### src/rtl/piso_pkg.sv
// Shared types and constants for the PISO serializer slice.
package piso_pkg;

    // Default parallel word width used by the serializer, its counter and its interface.
    localparam int PISO_DEFAULT_WIDTH = 4;

    // Serializer control states: waiting for a word, or shifting one out.
    typedef enum logic {
        IDLE  = 1'b0,
        SHIFT = 1'b1
    } piso_state_t;

endpackage

### src/rtl/piso_serializer_if.sv
// Handshake and serial-output bundle between an upstream word source and the serializer.
interface piso_serializer_if
    import piso_pkg::*;
#(
    parameter int WIDTH = PISO_DEFAULT_WIDTH
);

    logic [WIDTH-1:0] i_data;
    logic             i_valid;
    logic             o_ready;
    logic             o_d;
    logic             o_busy;
    logic             o_last;

    // Upstream side: offers words and observes the serial stream.
    modport master (
        output i_data,
        output i_valid,
        input  o_ready,
        input  o_d,
        input  o_busy,
        input  o_last
    );

    // Serializer side: takes words and produces the serial stream.
    modport slave (
        input  i_data,
        input  i_valid,
        output o_ready,
        output o_d,
        output o_busy,
        output o_last
    );

endinterface

### src/rtl/piso_bit_counter.sv
// Bit-position counter for the serializer: 0 on the first bit, terminal on the last.
module piso_bit_counter
    import piso_pkg::*;
#(
    parameter  int WIDTH = PISO_DEFAULT_WIDTH,
    localparam int CW    = $clog2(WIDTH)
) (
    input  logic i_clk,
    input  logic i_rst,
    input  logic i_clear,
    input  logic i_enable,
    output logic o_terminal
);

    localparam logic [CW-1:0] LAST_COUNT = CW'(WIDTH - 1);

    logic [CW-1:0] count_q;
    logic [CW-1:0] count_d;

    // Reload on a new word, otherwise advance while shifting and wrap after the last bit.
    always_comb begin
        count_d = count_q;
        if (i_clear) begin
            count_d = '0;
        end else if (i_enable) begin
            if (count_q == LAST_COUNT) begin
                count_d = '0;
            end else begin
                count_d = count_q + 1'b1;
            end
        end
    end

    // Counter register, cleared immediately by reset.
    always_ff @(posedge i_clk or posedge i_rst) begin
        if (i_rst) begin
            count_q <= '0;
        end else begin
            count_q <= count_d;
        end
    end

    assign o_terminal = (count_q == LAST_COUNT);

endmodule

### src/rtl/piso_serializer.sv
// Parallel-in serial-out serializer: MSB first, one bit per cycle, back-to-back capable.
module piso_serializer
    import piso_pkg::*;
#(
    parameter int   WIDTH      = PISO_DEFAULT_WIDTH,
    parameter logic IDLE_LEVEL = 1'b0
) (
    input  logic              i_clk,
    input  logic              i_rst,
    piso_serializer_if.slave  bus
);

    piso_state_t      state_q;
    piso_state_t      state_d;
    logic [WIDTH-1:0] shreg_q;
    logic [WIDTH-1:0] shreg_d;

    logic busy;
    logic last;
    logic ready;
    logic accept;
    logic terminal;

    // The counter's terminal flag is only meaningful while a word is shifting.
    piso_bit_counter #(
        .WIDTH (WIDTH)
    ) u_bit_counter (
        .i_clk      (i_clk),
        .i_rst      (i_rst),
        .i_clear    (accept),
        .i_enable   (busy),
        .o_terminal (terminal)
    );

    assign busy   = (state_q == SHIFT);
    assign last   = busy && terminal;
    assign ready  = !i_rst && (!busy || last);
    assign accept = bus.i_valid && ready;

    // State register, forced to IDLE immediately by reset.
    always_ff @(posedge i_clk or posedge i_rst) begin
        if (i_rst) begin
            state_q <= IDLE;
        end else begin
            state_q <= state_d;
        end
    end

    // Next state: a word starts or continues shifting; the stream ends after a last bit with no new word.
    always_comb begin
        state_d = state_q;
        unique case (state_q)
            IDLE: begin
                if (accept) begin
                    state_d = SHIFT;
                end
            end
            SHIFT: begin
                if (last && !accept) begin
                    state_d = IDLE;
                end
            end
            default: state_d = IDLE;
        endcase
    end

    // Shift register next value: capture on acceptance, otherwise move the next bit into the MSB.
    always_comb begin
        shreg_d = shreg_q;
        if (accept) begin
            shreg_d = bus.i_data;
        end else if (busy) begin
            shreg_d = {shreg_q[WIDTH-2:0], 1'b0};
        end
    end

    // Shift register, cleared immediately by reset so an aborted word leaves nothing behind.
    always_ff @(posedge i_clk or posedge i_rst) begin
        if (i_rst) begin
            shreg_q <= '0;
        end else begin
            shreg_q <= shreg_d;
        end
    end

    // Outputs decoded from registered state only; ready also drops while reset is held.
    always_comb begin
        bus.o_busy  = busy;
        bus.o_last  = last;
        bus.o_ready = ready;
        bus.o_d     = busy ? shreg_q[WIDTH-1] : IDLE_LEVEL;
    end

endmodule

### src/flat_wrapper.sv
// flat-port wrapper written by rule: the top's interface ports become plain ports
module piso_serializer_flat import piso_pkg::*;
#(
    parameter int   WIDTH      = PISO_DEFAULT_WIDTH,
    parameter logic IDLE_LEVEL = 1'b0
)
  (i_clk, i_rst, bus_i_data, bus_i_valid, bus_o_ready, bus_o_d, bus_o_busy, bus_o_last);
  piso_serializer_if #(.WIDTH(WIDTH)) bus_i ();
  input  logic i_clk;
  input  logic i_rst;
  input wire logic [$bits(bus_i.i_data)-1:0] bus_i_data;
  input wire logic [$bits(bus_i.i_valid)-1:0] bus_i_valid;
  output wire logic [$bits(bus_i.o_ready)-1:0] bus_o_ready;
  output wire logic [$bits(bus_i.o_d)-1:0] bus_o_d;
  output wire logic [$bits(bus_i.o_busy)-1:0] bus_o_busy;
  output wire logic [$bits(bus_i.o_last)-1:0] bus_o_last;
  assign bus_i.i_data = bus_i_data;
  assign bus_i.i_valid = bus_i_valid;
  assign bus_o_ready = bus_i.o_ready;
  assign bus_o_d = bus_i.o_d;
  assign bus_o_busy = bus_i.o_busy;
  assign bus_o_last = bus_i.o_last;
  piso_serializer #(.WIDTH(WIDTH), .IDLE_LEVEL(IDLE_LEVEL)) u_core (.i_clk(i_clk), .i_rst(i_rst), .bus(bus_i));
endmodule
### config.mk
export PLATFORM = sky130hd
export DESIGN_NAME = piso_serializer_flat
export DESIGN_NICKNAME = d
export VERILOG_FILES = /design/src/rtl/piso_pkg.sv /design/src/rtl/piso_serializer_if.sv /design/src/rtl/piso_bit_counter.sv /design/src/rtl/piso_serializer.sv /design/src/flat_wrapper.sv
export SDC_FILE = /design/constraint.sdc
export NUM_CORES = 1
export LEC_CHECK = 0
export CAP_MARGIN = 20
export CORE_AREA = 10 10 47 49
export CTS_CLUSTER_DIAMETER = 30
export CTS_CLUSTER_SIZE = 10
export DETAILED_ROUTE_END_ITERATION = 10
export DIE_AREA = 0 0 57 59
export PLACE_DENSITY = 0.68
export SLEW_MARGIN = 40
export SYNTH_ARGS = -nofsm -noshare
export SYNTH_HDL_FRONTEND = slang
export SYNTH_SLANG_ARGS = --single-unit
### constraint.sdc
create_clock -name i_clk -period 1.4 [get_ports i_clk]
set_clock_uncertainty 0.2 [all_clocks]
set_input_delay 0.35 -clock i_clk [delete_from_list [all_inputs] [get_ports i_clk]]
set_output_delay 0.35 -clock i_clk [all_outputs]
set_load 0.02 [all_outputs]
==> run summary <==
Highest routed metal layer = met4
Die Span Y = 59 um
Met3 WL = 61 um
DR DRC count = 0
Core ar. = 1400 um2
Initial Utilization = 27.9%
Final Max Tran Viols = 0
Setup WS pre-CTS = -0.722 ns
Placed Area = 577 um2
Hold WS = 0.380 ns
GR Overflow Total = 0
Net switching power figure = 0.579 mW
CP max FO = 3
Non-Filler Instances = 78
Synth Net Count = 40
Clk Latency, worst-skew pair = 0.25 ns
Vias/cell = 4.28
Clk buf depth = 2
Critical path required time = 0.85 ns
Crit path kind = flop to output port
Synthesis warning total = 0
First-pass GRT wire length = 1570 um
Placed insts = 65
Total routed wirelength = 1050 um
WL met1 = 453 um
CTS H-tree depth = 1
Pin count of the biggest net entering global routing = 8
Met2 WL = 498 um
Status = finished with violations
Die Wd = 57 um
Violations in the final reports = negative setup slack
Tcrit/Tclk final = 127%
Gpl congestion = 0.768
Routed WL per cell = 13.4 um
Pint = 1.12 mW
Sequential Power Share = 21.3%
Clock power frac = 11.1%
PnR worst setup slack = -0.373 ns
1st-pass router iterations = 3
Share of cells above drive strength 1 = 66.1%
Mapped Avg Cell Area = 12.2 um2
Iter 0 DRT Violations = 2
Post-DP HPWL = 621 um
Critical path startpoint category = flop
Final Hold Viols = 0
Rows = 14
Vias after detailed routing = 334
Relative slew slack = 79.5%
CTS tree = yes
Nets = 71
Setup TNS = -1.96 ns
RSZ-0062 raised after global routing = true
Worst setup EP type = output port
Gate Count Post-Synth = 32
Mapped cell area = 392 um2
Clock sink count = 7
Sequential area share after synthesis = 44.7%
Yosys reg bits = 7
Final min period = 1.77 ns
Vias in the first global route = 359
Post-route antenna net violation count = 0
Design Area, Final = 757 um2
Total GRT Usage = 6.21%
Fill cell count = 121
Worst EP arrival = 1.22 ns
IO Pins = 11
Max Cap Viol = 0
Tot Pwr = 1.69 mW
Die Area = 3360 um2
Worst vdd rail ir drop = 872 uV
Syn-to-layout area delta = 93.3%
Antenna violations before repair = 0
Clock slew at reported path FFs = 0.05 ns
Worst hold path class = flop to flop
# setup viols final = 10
TritonCTS Buffers = 3
Switching Fraction = 34.2%
CTS root buf = clkbuf_4
Antenna diodes = 0
Netlist cell types = 16
Port Buf Inserts = 10
Post-layout util = 54.0%
P_leak = 0.376 nW
Pwr Density = 2240 nW/um2
Comb pwr share = 67.6%
F_max = 564 MHz
Least-Margin Pin Slew = 0.298 ns
## state kept, by name, indices dropped and copies added, names as in the netlist
signal,count
u_core.shreg_q,4
u_core.u_bit_counter.count_q,2
u_core.bus.o_busy,1
## critical path, stage by stage, from the launching register on
cell,delay (ns)
dfrtp_1,0.39
ha_2,0.19
nand2b_4,0.14
and2_4,0.13
buf_6,0.12
## cells in the mapped netlist
master | n | area [um2]
a21oi_1 | 1 | 5.00
and2_1 | 1 | 6.26
and2_2 | 2 | 15.0
and2b_2 | 1 | 8.76
buf_6 | 1 | 11.3
dfrtp_1 | 7 | 175
ha_1 | 1 | 12.5
inv_1 | 3 | 11.3
mux2_4 | 6 | 90.1
mux2i_1 | 1 | 10.0
nand2_1 | 2 | 7.51
nand2_2 | 1 | 6.26
nand2b_2 | 1 | 8.76
nand3_1 | 1 | 5.00
nor2_1 | 1 | 3.75
o31ai_1 | 2 | 15.0
## kinds of logic (layout without fill, tap and decap cells)
| kind of cell | Yosys count | after routing | synth area share [%] |
|---|---|---|---|
| flops | 7 | 7 | 44.7 |
| compound gates | 3 | 3 | 5.11 |
| fa+ha+maj | 1 | 1 | 3.19 |
| buf+inv | 4 | 34 | 5.75 |
| simple gates | 10 | 10 | 15.7 |
| mux | 7 | 7 | 25.6 |
## layout by cell type, fill, tap and decap left out, types with 2 or more instances in the layout
| cell type | Yosys | routed |
|---|---|---|
| and2_4 | 0 | 2 |
| buf_4 | 0 | 10 |
| buf_6 | 1 | 9 |
| clkbuf_4 | 0 | 3 |
| clkdlybuf4s50_1 | 0 | 5 |
| dfrtp_1 | 7 | 6 |
| inv_1 | 3 | 3 |
| mux2_4 | 6 | 6 |
| nand2_1 | 2 | 2 |
## repair_timing
item                                    in CTS  in global routing
hold buffers                                 0                  1
buffers inserted                             5                  4
hold endpoints to repair                     0                  7
endpoints found under the setup margin      10                 11
resized for setup                           32                  7
pin swaps                                    4                  1
## power groups by stage
stage,Combinational [mW],Sequential [mW],Clock [mW]
floorplan,0.478,0.359,0
global placement,0.706,0.367,0
detailed placement,0.722,0.369,0
CTS,0.977,0.361,0.198
global route,1.22,0.370,0.210
finish,1.14,0.361,0.188
## final timing paths
check | endpoint | slack, ns | from | cells after the start
min | u_core.shreg_q[0] | 0.38 | u_core.shreg_q[0] | 2
min in group asynchronous | u_core.u_bit_counter.count_q[0] | 0.47 | i_rst | 4
max in group asynchronous | u_core.bus.o_busy | 0.39 | i_rst | 4
min reg2reg | u_core.shreg_q[0] | 0.38 | u_core.shreg_q[0] | 2
max reg2reg | u_core.shreg_q[2] | -0.25 | u_core.u_bit_counter.count_q[0] | 6
max | bus_o_ready | -0.37 | u_core.u_bit_counter.count_q[0] | 4
## metal layers
layer / global-route usage (%) / vias up
li1: - / 167
met3: 3.22 / 4
met4: 6.04 / 0
met5: 0 / -
met1: 6.74 / 154
met2: 8.37 / 9
## area by class of cell
class	count	area (um2)	area share (%)
Inverter	3	11.3	1.49
Tap cell	16	20.0	2.64
Timing Repair Buffer	27	269	35.5
Sequential cell	7	176	23.3
Multi-Input combinational cell	21	254	33.6
Clock buffer	4	26.3	3.47
Power figures use the tool's default switching activity.
